$ cat src/rtl/key_event_player.sv
// Key-event source for the Spectrum matrix decoder: live PS/2 toggle events merged
// with a host-loaded FIFO of scripted events replayed at a fixed slot interval.
module key_event_player #(
    parameter int DEPTH      = 32,
    parameter int DELAY      = 7000000,
    parameter bit LIVE_ABORT = 1'b1
) (
    input  logic                       clk_sys,
    input  logic                       reset,
    input  logic [10:0]                ps2_key,
    input  logic                       wr,
    input  logic [9:0]                 wr_data,
    input  logic                       start,
    input  logic                       abort,
    output logic                       full,
    output logic [$clog2(DEPTH+1)-1:0] level,
    output logic                       busy,
    output logic                       overflow,
    output logic                       ev_strobe,
    output logic                       ev_release,
    output logic                       ev_extended,
    output logic [7:0]                 ev_code
);

    localparam int PTR_W = $clog2(DEPTH);
    localparam int LVL_W = $clog2(DEPTH + 1);
    localparam int CNT_W = $clog2(DELAY + 1);

    typedef enum logic {
        S_IDLE,
        S_WAIT
    } state_t;

    state_t           state;
    logic [9:0]       mem [DEPTH];
    logic [PTR_W-1:0] rd_ptr;
    logic [PTR_W-1:0] wr_ptr;
    logic [CNT_W-1:0] count;
    logic             primed;
    logic             old_toggle;
    logic             pend_valid;
    logic [9:0]       pend_data;

    logic             live_ev;
    logic             live_down;
    logic             at_slot;
    logic             pop;
    logic             pop_ev;
    logic             flush;
    logic             wr_ok;
    logic [9:0]       head;
    logic [LVL_W-1:0] level_nx;
    logic             ev_nx_valid;
    logic [9:0]       ev_nx;

    always_comb begin
        live_ev   = primed && (ps2_key[10] != old_toggle);
        live_down = live_ev && ps2_key[9];
        head      = mem[rd_ptr];
        at_slot   = (state == S_WAIT) && (count == CNT_W'(DELAY - 1));
        // A held scripted event blocks the next pop; the counter parks on the slot until it drains.
        pop       = at_slot && !pend_valid && (level != '0);
        pop_ev    = pop && (head != '0);
        flush     = abort || (LIVE_ABORT && live_down && (state == S_WAIT));
        wr_ok     = wr && (!full || pop);
        level_nx  = level - LVL_W'(pop) + LVL_W'(wr_ok);

        ev_nx_valid = 1'b0;
        ev_nx       = '0;
        if (live_ev) begin
            ev_nx_valid = 1'b1;
            ev_nx       = {~ps2_key[9], ps2_key[8], ps2_key[7:0]};
        end else if (!flush && pend_valid) begin
            ev_nx_valid = 1'b1;
            ev_nx       = pend_data;
        end else if (!flush && pop_ev) begin
            ev_nx_valid = 1'b1;
            ev_nx       = head;
        end
    end

    assign busy = (state == S_WAIT);

    always_ff @(posedge clk_sys) begin
        if (wr_ok && !flush) begin
            mem[wr_ptr] <= wr_data;
        end
    end

    always_ff @(posedge clk_sys or posedge reset) begin
        if (reset) begin
            state       <= S_IDLE;
            rd_ptr      <= '0;
            wr_ptr      <= '0;
            level       <= '0;
            full        <= 1'b0;
            overflow    <= 1'b0;
            count       <= '0;
            primed      <= 1'b0;
            old_toggle  <= 1'b0;
            pend_valid  <= 1'b0;
            pend_data   <= '0;
            ev_strobe   <= 1'b0;
            ev_release  <= 1'b0;
            ev_extended <= 1'b0;
            ev_code     <= '0;
        end else begin
            if (!primed) begin
                primed     <= 1'b1;
                old_toggle <= ps2_key[10];
            end else if (live_ev) begin
                old_toggle <= ps2_key[10];
            end

            if (flush) begin
                rd_ptr <= '0;
                wr_ptr <= '0;
                level  <= '0;
                full   <= 1'b0;
            end else begin
                if (pop) rd_ptr <= rd_ptr + PTR_W'(1);
                if (wr_ok) wr_ptr <= wr_ptr + PTR_W'(1);
                level <= level_nx;
                full  <= (level_nx == LVL_W'(DEPTH));
            end

            if (wr && !wr_ok) begin
                overflow <= 1'b1;
            end else if (start && !abort && (state == S_IDLE)) begin
                overflow <= 1'b0;
            end

            ev_strobe <= ev_nx_valid;
            if (ev_nx_valid) begin
                {ev_release, ev_extended, ev_code} <= ev_nx;
            end

            if (flush) begin
                pend_valid <= 1'b0;
            end else if (live_ev && pop_ev) begin
                pend_valid <= 1'b1;
                pend_data  <= head;
            end else if (!live_ev) begin
                pend_valid <= 1'b0;
            end

            if (flush) begin
                state <= S_IDLE;
                count <= '0;
            end else begin
                case (state)
                    S_IDLE: begin
                        if (start && (level != '0)) begin
                            state <= S_WAIT;
                            count <= '0;
                        end
                    end
                    S_WAIT: begin
                        if (pop) begin
                            count <= '0;
                            if (level_nx == '0) state <= S_IDLE;
                        end else if (!at_slot) begin
                            count <= count + CNT_W'(1);
                        end
                    end
                    default: state <= S_IDLE;
                endcase
            end
        end
    end

endmodule

$ cat config.mk
export PLATFORM = sky130hd
export DESIGN_NAME = key_event_player
export DESIGN_NICKNAME = d
export VERILOG_FILES = /design/src/rtl/key_event_player.sv
export SDC_FILE = /design/constraint.sdc
export NUM_CORES = 1
export LEC_CHECK = 0
export CORE_MARGIN = 5
export CORE_UTILIZATION = 50
export CTS_CLUSTER_SIZE = 16
export DETAILED_ROUTE_END_ITERATION = 10
export PLACE_DENSITY = 0.67
export SLEW_MARGIN = 0
export SYNTH_ARGS = -nofsm -noshare
export SYNTH_HDL_FRONTEND = slang
export SYNTH_SLANG_ARGS = --single-unit
$ cat constraint.sdc
create_clock -name clk_sys -period 6.6 [get_ports clk_sys]
set_clock_uncertainty 0.05 [all_clocks]
set_input_delay 1.98 -clock clk_sys [delete_from_list [all_inputs] [get_ports clk_sys]]
set_output_delay 1.98 -clock clk_sys [all_outputs]
set_load 0.05 [all_outputs]
==> results of run 1 <==
## state kept, by name (all words and copies together), names as in the netlist
signal	count
busy	1
count	23
ev_code	8
ev_extended	1
ev_release	1
ev_strobe	1
full	1
level	6
mem	320
old_toggle	1
overflow	1
pend_data	10
pend_valid	1
primed	1
rd_ptr	5
wr_ptr	5
## cell usage after synthesis (7+ instances only)
cell type,number
a22o_1,7
nand4_1,11
clkbuf_1,22
and3_1,8
mux2i_1,61
o21ai_0,41
buf_2,10
nor3_1,9
buf_6,9
nor2_1,74
nand3_1,19
o22ai_1,8
mux4_2,53
and2_1,11
ha_1,14
o21ai_1,13
dfrtp_1,66
nand3b_1,7
a21oi_1,18
inv_1,24
xor2_1,12
nand2_1,65
nor2b_1,10
a22oi_1,12
edfxtp_1,320
## per-layer routing
metal	share of wire, %	wire length (microns)	vias up	global-route usage [%]
met5	0	0	-	0
met4	2.6	960	0	5.44
met3	8.8	3200	65	5.13
met2	46	16900	360	32.6
met1	42	15400	4507	29.2
li1	-	-	3969	-
## area by class of cell
cell class              instances  area, sq um
fillers                      2430        13600
flip-flops and latches        386        11300
multi-input cells             535         4310
clock buffers                  56         1130
repair buffers                 60          543
well taps                     402          503
clock inverters                15          146
inverters                      24         90.1
## stage by stage
| stage | hold WS, ps | total power [W] | instances | cell area (sq um) | util [%] |
|---|---|---|---|---|---|
| after floorplan | 406 | 0.00308 | 995 | 16000 | - |
| after global placement | 424 | 0.00327 | 1407 | 16700 | 53.0 |
| after detailed placement | 440 | 0.00328 | 1407 | 16700 | 53.0 |
| after CTS | 449 | 0.00546 | 1478 | 18000 | 57.0 |
| after global routing | 463 | 0.00563 | 1478 | 18000 | 57.0 |
| final | 452 | 0.00543 | 1478 | 18000 | 57.0 |
## critical path, cell delays in order
cell	delay (ps)
clkdlybuf4s50_1	440
xor2_1	160
and2_1	300
a31o_2	440
nor2_1	290
nand2_1	460
nor2_1	830
## logic make-up after synthesis
group / Yosys count
other: 1
xor gates and xnor gates: 18
DFF: 386
muxes: 120
AOI/OAI and AO/OA: 150
buffers and inverters: 74
adders and majority gates: 15
and+or+nand+nor: 231
## where the power goes
| part | total [W] | internal [W] | switching [W] | leakage, nW |
|---|---|---|---|---|
| Clock | 0.00220 | 0.00131 | 0.000893 | 0.618 |
| Sequential | 0.00272 | 0.00269 | 0.0000321 | 3.72 |
| Combinational | 0.000501 | 0.000164 | 0.000337 | 1.57 |
| Total | 0.00543 | 0.00417 | 0.00126 | 5.90 |
## path summary, 6_finish.rpt
kind,to,slack (ps),cells past startpoint
max in group asynchronous,rd_ptr[0],3750,3
hold reg to reg,count[10],450,1
min in group asynchronous,old_toggle,1810,2
setup reg to reg,mem[27][0],2380,10
setup / recovery,mem[27][0],1780,7
hold / removal,count[10],450,1
==> summary.md, run 1 <==
| Metric | Value |
|---|---|
| Outcome | finished clean |
| Dpl ws | 1290 ps |
| Vias in the first global route | 8908 |
| Share of cells above drive strength 1 | 13.0% |
| Initial antenna violation count | 0 |
| CTS HTree Levels | 2 |
| I/O Pins | 46 |
| Setup TNS | 0 ps |
| Slew @ Worst Pin | 989 ps |
| Leakage power | 5.90 nW |
| IO Port Bufs | 45 |
| Syn-to-layout area delta | 12.8% |
| Pins Over Slew Limit | 0 |
| Drt first pass iters | 5 |
| Post-synth EDFFs | 320 |
| R2R Path Start | count[0] |
| Xor/xnor cell area share of the yosys netlist | 0.988% |
| DRC violation count after routing | 0 |
| Peak fanout along the critical path | 18 |
| RSZ-0062 raised after global routing | no |
| Setup Fix Bufs, Post-CTS | 0 |
| Root Buffer | clkbuf_16 |
| Die H | 189 microns |
| Mapped Cells | 995 |
| Cts bufs inserted | 40 |
| Final WL | 36500 microns |
| Synth Area in Adders | 1.22% |
| FF+latch count, synth | 386 |
| Clk_lat worst skew | 520 ps |
| Syn_area_per_cell | 16.0 sq um |
| Hold Path Class | flip-flop to flip-flop |
| Core footprint | 31600 sq um |
| Warnings, synthesis | 0 |
| Critical Path AT | 4900 ps |
| Post-synthesis mux area share | 11.8% |
| Max-capacitance violation count | 0 |
| Crit path time final | 4820 ps |
| Synth unique cells | 65 |
| Syn Nets | 1036 |
| Simple-gate portion of the synthesized area | 6.90% |
| Largest family of logic cells by synthesized area | multiplexers |
| Global route total overflow | 0 |
| PwrDens | 302 nW/um^2 |
| Vias/cell | 6.02 |
| CP startpoint | ps2_key[10] |
| Maximum VDD drop | 228 uV |
| Antenna cells | 0 |
| CTS Buffer Depth | 3 |
| Detailed Place HPWL | 23000 microns |
| Most frequent cells in the layout | edfxtp_1, nor2_1, nand2_1 |
| Slew margin rel. | 34.0% |
| Final period util | 73.0% |
| FP Rows | 65 |
| TritonCTS clock tree | done |
| Worst setup EP type | flip-flop |
| Layout Nets | 1088 |
| Post-synth ARST share | 17.1% |
| Post_cts resized | 0 |
| Worst-path clk slew | 60 ps |
| Vias | 8901 |
| # hold bufs at CTS | 0 |
| Fmax | 0.208 GHz |
| Antenna Nets Post-Route | 0 |
| Full die area | 35600 sq um |
| Largest net degree at the start of global routing | 40 |
| Chip width | 189 microns |
| Dominant synthesized flop cell | edfxtp_1 |
| Initial DRC Count | 893 |
| Most area-hungry cell type in the Yosys netlist | edfxtp_1 |
| Yosys top cell area share | 60.2% |
| Worst min-delay path startpoint | count[10] |
| Area fraction in compound gates after synthesis | 6.15% |
| Post-synthesis cell area | 16000 sq um |
| Drt wl/cell | 24.7 microns |
| Global-route wire length before repair | 55800 microns |
| Fin worst setup slack | 1780 ps |
| Initial Utilization | 50.5% |
| Dominant cells by area after synthesis | edfxtp_1, dfrtp_1, mux4_2 |
| Final hold viol count | 0 |
| Commonest non-fill, non-tap cell in the layout | edfxtp_1 |
| Crit path kind | input pin to flip-flop |
| Required time worst endpoint | 6690 ps |
| Clock sink count | 386 |
| Sequential area share after synthesis | 70.6% |
| GPL Wtd Cong | 0.823 |
| Tot GR Track Use | 20.7% |
| Startpoint types | input pin |
| # setup viols final | 0 |
Power figures use the tool's default switching activity.
==> inputs of run 2 (changes only) <==
clock period = 4.7 ns   (was 6.6 ns; I/O delays follow)
==> run 2 against run 1 <==
Net effect:
- clock power is 38% higher
- cell area is 2.3% higher
- routed wire length is 1.8% lower
- critical path type is now flip-flop to flip-flop
- largest cell class unchanged
==> summary.md, run 2 (synthesis results as in run 1) <==
| Metric | Value |
|---|---|
| Fin worst setup slack | 903 ps (-878 ps) |
| Fmax | 0.263 GHz |
| TritonCTS clock tree | done |
| Required time worst endpoint | 5110 ps (-1580 ps) |
| Slew margin rel. | 15.9% (-18 points) |
| R2R setup slack | 900 ps (-1480 ps) |
| Final WL | 35800 microns (-1.8%) |
| Largest net degree at the start of global routing | 51 (+28%) |
| Final period util | 80.8% |
| Seq pwr share | 50.5% (+0.3 points) |
| Commonest non-fill, non-tap cell in the layout | edfxtp_1 |
| Syn-to-layout area delta | 15.4% |
| Die H | 189 microns (unchanged) |
| Initial DRC Count | 890 (-0.34%) |
| Drt first pass iters | 6 (+1) |
| Cts bufs inserted | 41 (+2.5%) |
| Clock sink count | 386 (unchanged) |
| DRC violation count after routing | 0 (unchanged) |
| Worst setup EP type | flip-flop |
| Clock power share | 40.2% (-0.4 points) |
| Switching Fraction | 23.4% (+0.099 points) |
| Full die area | 35600 sq um (unchanged) |
| R2R depth | 18 (+8) |
| CTS Buffer Depth | 3 (unchanged) |
| Slew @ Worst Pin | 1260 ps (+269 ps) |
| Chip width | 189 microns (unchanged) |
| Detailed Place HPWL | 23200 microns (+0.89%) |
| Global route total overflow | 0 (unchanged) |
| Share of cells above drive strength 1 | 16.5% (+3.5 points) |
| FP Rows | 65 (unchanged) |
| Biggest register | mem |
| GPL Wtd Cong | 0.895 (+8.7%) |
| Tot GR Track Use | 20.3% (-0.39 points) |
| CTS HTree Levels | 2 (unchanged) |
| Crit path kind | flip-flop to flip-flop |
| Global-route wire length before repair | 55100 microns (-1.2%) |
| Max FFs per register | 320 (unchanged) |
| PwrDens | 412 nW/um^2 (+36%) |
| Global routing usage on met3 | 3.39% (-1.7 points) |
| I/O Pins | 46 (unchanged) |
| Vias in the first global route | 8965 (+0.64%) |
| Antenna cells | 0 (unchanged) |
| Hold Path Class | flip-flop to flip-flop |
| Worst-path clk slew | 60 ps (about the same) |
| Leakage power | 6.18 nW (+4.7%) |
| Maximum VDD drop | 308 uV (+35%) |
| Vias/cell | 5.87 (-2.5%) |
| Most frequent cells in the layout | edfxtp_1, nor2_1, buf_4 |
| IO Port Bufs | 45 (unchanged) |
| # setup viols final | 0 (unchanged) |
| Setup TNS | 0 ps (unchanged) |
| Initial antenna violation count | 0 (unchanged) |
| M2 GR Usage | 32.7% (+0.11 points) |
| Core footprint | 31600 sq um (unchanged) |
| Largest registers in the final layout | mem: 320 flops, count: 23 flops, pend_data: 10 flops |
| Crit path time final | 3800 ps |
| Max-capacitance violation count | 0 (unchanged) |
| Peak fanout along the critical path | 7 (-11) |
| GR Layer Usage met1 | 29.4% (+0.22 points) |
| RSZ-0062 raised after global routing | no |
| Initial Utilization | 50.5% (unchanged) |
| # hold bufs at CTS | 0 (unchanged) |
| Fillers | 2380 (-2.1%) |
| Clk_lat worst skew | 530 ps (about the same) |
| Setup Fix Bufs, Post-CTS | 0 (unchanged) |
| Worst Hold Depth | 1 (unchanged) |
| Layout Nets | 1141 (+4.9%) |
| Antenna Nets Post-Route | 0 (unchanged) |
| Pins Over Slew Limit | 0 (unchanged) |
| Final hold viol count | 0 (unchanged) |
| Post_cts resized | 0 (unchanged) |
| Root Buffer | clkbuf_16 |
| Switch Pwr | 0.00177 W (+40%) |
| Dpl ws | 517 ps (-778 ps) |
| Vias | 9002 (+1.1%) |
| Pint | 0.00581 W (+39%) |
| Critical Path AT | 4210 ps (-690 ps) |
| Startpoint types | flip-flop |
| Outcome | finished clean |
| Logic pwr share | 9.3% (about the same) |
| Grt peak-use layer | met2 |
| Drt wl/cell | 23.4 microns (-5.3%) |
## run 2: final timing paths
| kind | from | endpoint |
|---|---|---|
| hold reg to reg | pend_data[9] | pend_data[9] |
| max in group asynchronous | reset | count[15] |
| min in group asynchronous | reset | count[22] |
| hold / removal | pend_data[9] | pend_data[9] |
| setup / recovery | level[2] | full |
| setup reg to reg | level[2] | full |
## run 2: layout make-up
class,count,area (sq um),area share [%]
clock buffers,55,1120,6.09
inverters,24,90.1,0.489
flip-flops and latches,386,11300,61.2
clock inverters,19,144,0.782
multi-input cells,535,4310,23.4
well taps,402,503,2.73
repair buffers,112,966,5.25
## run 2: power by group through the flow
stage | clock, W | sequential, W | combinational (W)
after floorplan | 0 | 0.00403 | 0.000303
after global placement | 0 | 0.00390 | 0.000699
after detailed placement | 0 | 0.00390 | 0.000708
after CTS | 0.00310 | 0.00383 | 0.000711
after global routing | 0.00326 | 0.00383 | 0.000770
final | 0.00304 | 0.00383 | 0.000705
## run 2: per-layer routing
layer | wire length [microns] | vias to the layer above
li1 | - | 4068
met1 | 15500 | 4553
met2 | 17200 | 332
met3 | 2460 | 49
met4 | 646 | 0
met5 | 0 | -
## run 2: metrics by stage
step	total power, W	area [sq um]	util [%]	hold WS (ps)	instances
after global routing	0.00787	18400	58.3	455	1533
after floorplan	0.00433	16000	-	406	995
final	0.00758	18400	58.3	440	1533
after detailed placement	0.00461	17100	54.3	426	1459
after global placement	0.00460	17100	54.3	421	1459
after CTS	0.00764	18400	58.3	444	1533
## run 2: worst max-delay path: stages (launching register included)
cell	delay, ps
dfrtp_1	400
inv_1	90
ha_1	150
nor4bb_1	610
nor2_1	160
nand4_1	160
nand2_1	60
and2_1	240
inv_1	110
ha_1	200
inv_1	60
ha_1	280
a21o_1	190
a21oi_1	230
o21bai_1	100
a21oi_1	170
xor2_1	190
and2_1	160
nor2b_1	130
==> inputs of run 3 (changes only) <==
clock period = 3.9 ns   (was 4.7 ns; I/O delays follow)
==> run 3 against run 2 <==
Net effect:
- hold slack better by 6.3 ps
- via count increased by 2.2%
- sequential share of layout area decreased by 0.97 points
- power rose by 23%
==> summary.md, run 3 (synthesis results as in run 1) <==
| Metric | Value |
|---|---|
| Required time worst endpoint | 4270 ps (-840 ps) |
| Seq pwr share | 49.5% (-1.0 points) |
| Full die area | 35600 sq um (unchanged) |
| Post_cts resized | 0 (unchanged) |
| Fin worst setup slack | 368 ps (-534 ps) |
| Commonest non-fill, non-tap cell in the layout | edfxtp_1 |
| Crit path kind | flip-flop to flip-flop |
| Multi-input logic area | 4330 sq um (+0.35%) |
| DRC violation count after routing | 0 (unchanged) |
| Logic pwr share | 9.4% (about the same) |
| Initial antenna violation count | 1 (+1) |
| Max FFs per register | 320 (unchanged) |
| Fmax | 0.283 GHz (+7.5%) |
| Largest net degree at the start of global routing | 40 (-22%) |
| Setup Fix Bufs, Post-CTS | 0 (unchanged) |
| Biggest register | mem |
| CTS Buffer Depth | 3 (unchanged) |
| Initial Utilization | 50.5% (unchanged) |
| Fillers | 2381 (+0.042%) |
| Global-route wire length before repair | 55900 microns (+1.4%) |
| Pint | 0.00713 W (+23%) |
| Pins Over Slew Limit | 0 (unchanged) |
| Detailed Place HPWL | 23500 microns (+1.6%) |
| Register area | 11300 sq um (unchanged) |
| Hold Path Class | flip-flop to flip-flop |
| Vias | 9199 (+2.2%) |
| PwrDens | 498 nW/um^2 (+21%) |
| Chip width | 189 microns (unchanged) |
| Final period util | 90.6% (+9.8 points) |
| Antenna Nets Post-Route | 0 (unchanged) |
| Tot GR Track Use | 20.6% (+0.38 points) |
| Drt first pass iters | 6 (unchanged) |
| Leakage power | 6.35 nW (+2.8%) |
| Final hold viol count | 0 (unchanged) |
| Switching Fraction | 23.4% (+0.072 points) |
| Most frequent cells in the layout | edfxtp_1, buf_4, nor2_1 |
| TritonCTS clock tree | done |
| Clock sink count | 386 (unchanged) |
| Peak fanout along the critical path | 6 (-1) |
| Switch Pwr | 0.00218 W (+23%) |
| I/O Pins | 46 (unchanged) |
| Dpl ws | 121 ps (-395 ps) |
| Final WL | 36300 microns (+1.2%) |
| R2R depth | 20 (+2) |
| Max-capacitance violation count | 0 (unchanged) |
| Drt wl/cell | 23.3 microns (-0.45%) |
| Slew margin rel. | 45.4% (+30 points) |
| Antenna cells | 0 (unchanged) |
| Global route total overflow | 0 (unchanged) |
| Clk_lat worst skew | 550 ps (+20 ps) |
| IO Port Bufs | 45 (unchanged) |
| Slew @ Worst Pin | 806 ps (-452 ps) |
| Clock power share | 41.2% (+1.0 points) |
| FP Rows | 65 (unchanged) |
| Setup TNS | 0 ps (unchanged) |
| Crit path time final | 3530 ps (-266 ps) |
| Outcome | finished clean |
| Worst-path clk slew | 60 ps (about the same) |
| RSZ-0062 raised after global routing | no |
| Critical Path AT | 3900 ps (-310 ps) |
| Startpoint types | flip-flop |
| Maximum VDD drop | 408 uV (+32%) |
| CTS HTree Levels | 2 (unchanged) |
| Core footprint | 31600 sq um (unchanged) |
| # setup viols final | 0 (unchanged) |
| GPL Wtd Cong | 0.848 (-5.2%) |
| Vias in the first global route | 9270 (+3.4%) |
| Root Buffer | clkbuf_16 |
| Syn-to-layout area delta | 17.3% |
| Vias/cell | 5.90 (+0.48%) |
| Initial DRC Count | 922 (+3.6%) |
| Cts bufs inserted | 41 (unchanged) |
| Largest registers in the final layout | mem: 320 flops, count: 23 flops, pend_data: 10 flops |
| Die H | 189 microns (unchanged) |
| # hold bufs at CTS | 0 (unchanged) |
| Layout Nets | 1165 (+2.1%) |
| Share of cells above drive strength 1 | 19.4% (+2.9 points) |
| Worst setup EP type | flip-flop |
| Worst Hold Depth | 1 (unchanged) |
-- run 3: changes by cell type in the layout (fill, tap and decap cells not counted), moves of 2 or more --
cell       previous run  this run
buf_12                1         3
bufinv_16             2         4
clkinv_1              9         5
clkbuf_1             12         8
buf_4                66        88
clkinv_2              5        13
-- run 3: worst paths after layout --
check                          from  slack [ps]         to
min                        overflow         450   overflow
min reg2reg                overflow         450   overflow
min in group asynchronous     reset         930   count[2]
max reg2reg                count[0]         370       busy
max                        count[0]         370       busy
max in group asynchronous     reset        2170  rd_ptr[0]
-- run 3: power groups by stage --
stage / registers (W) / clock network (W) / logic [W]
2_1_floorplan: 0.00486 / 0 / 0.000365
3_3_place_gp: 0.00469 / 0 / 0.000859
3_5_place_dp: 0.00469 / 0 / 0.000870
4_1_cts: 0.00461 / 0.00391 / 0.000874
5_1_grt: 0.00462 / 0.00408 / 0.000953
6_report: 0.00461 / 0.00384 / 0.000872
-- run 3: final cells by class --
type / count / area share, %
clock buffer: 51 / 5.85
clock inverter: 25 / 1.32
inverter: 24 / 0.482
multi-input combinational: 535 / 23.1
sequential: 386 / 60.3
tap: 402 / 2.69
timing repair buffer: 136 / 6.26
-- run 3: worst max-delay path, stage by stage (launching register included) --
cell	delay [ps]
dfrtp_1	380
ha_2	230
and4_2	310
and3_4	220
nand4_1	170
nand2_1	100
and2_1	140
inv_1	60
ha_1	260
inv_1	60
ha_1	150
inv_1	50
fa_1	400
inv_1	80
a21oi_1	60
nor2_1	90
nor2_1	60
xor2_1	180
nand4_1	140
nor3_1	170
nor2_1	60
-- run 3: metal layers --
metal / vias to the layer above / wire length (microns) / global-route usage, %
met5: - / 0 / 0
met4: 0 / 934 / 6.17
met3: 69 / 2650 / 4.24
met2: 346 / 17200 / 33.0
met1: 4656 / 15400 / 29.1
li1: 4128 / - / -
-- run 3: through the flow --
step | hold slack, ps | utilization (%) | cell area (sq um) | std cells | power (W)
floorplan | 406 | - | 16000 | 995 | 0.00522
global placement | 424 | 55.0 | 17300 | 1483 | 0.00555
detailed placement | 442 | 55.0 | 17300 | 1483 | 0.00556
CTS | 455 | 59.2 | 18700 | 1559 | 0.00939
global route | 484 | 59.3 | 18700 | 1559 | 0.00965
finish | 446 | 59.3 | 18700 | 1559 | 0.00932
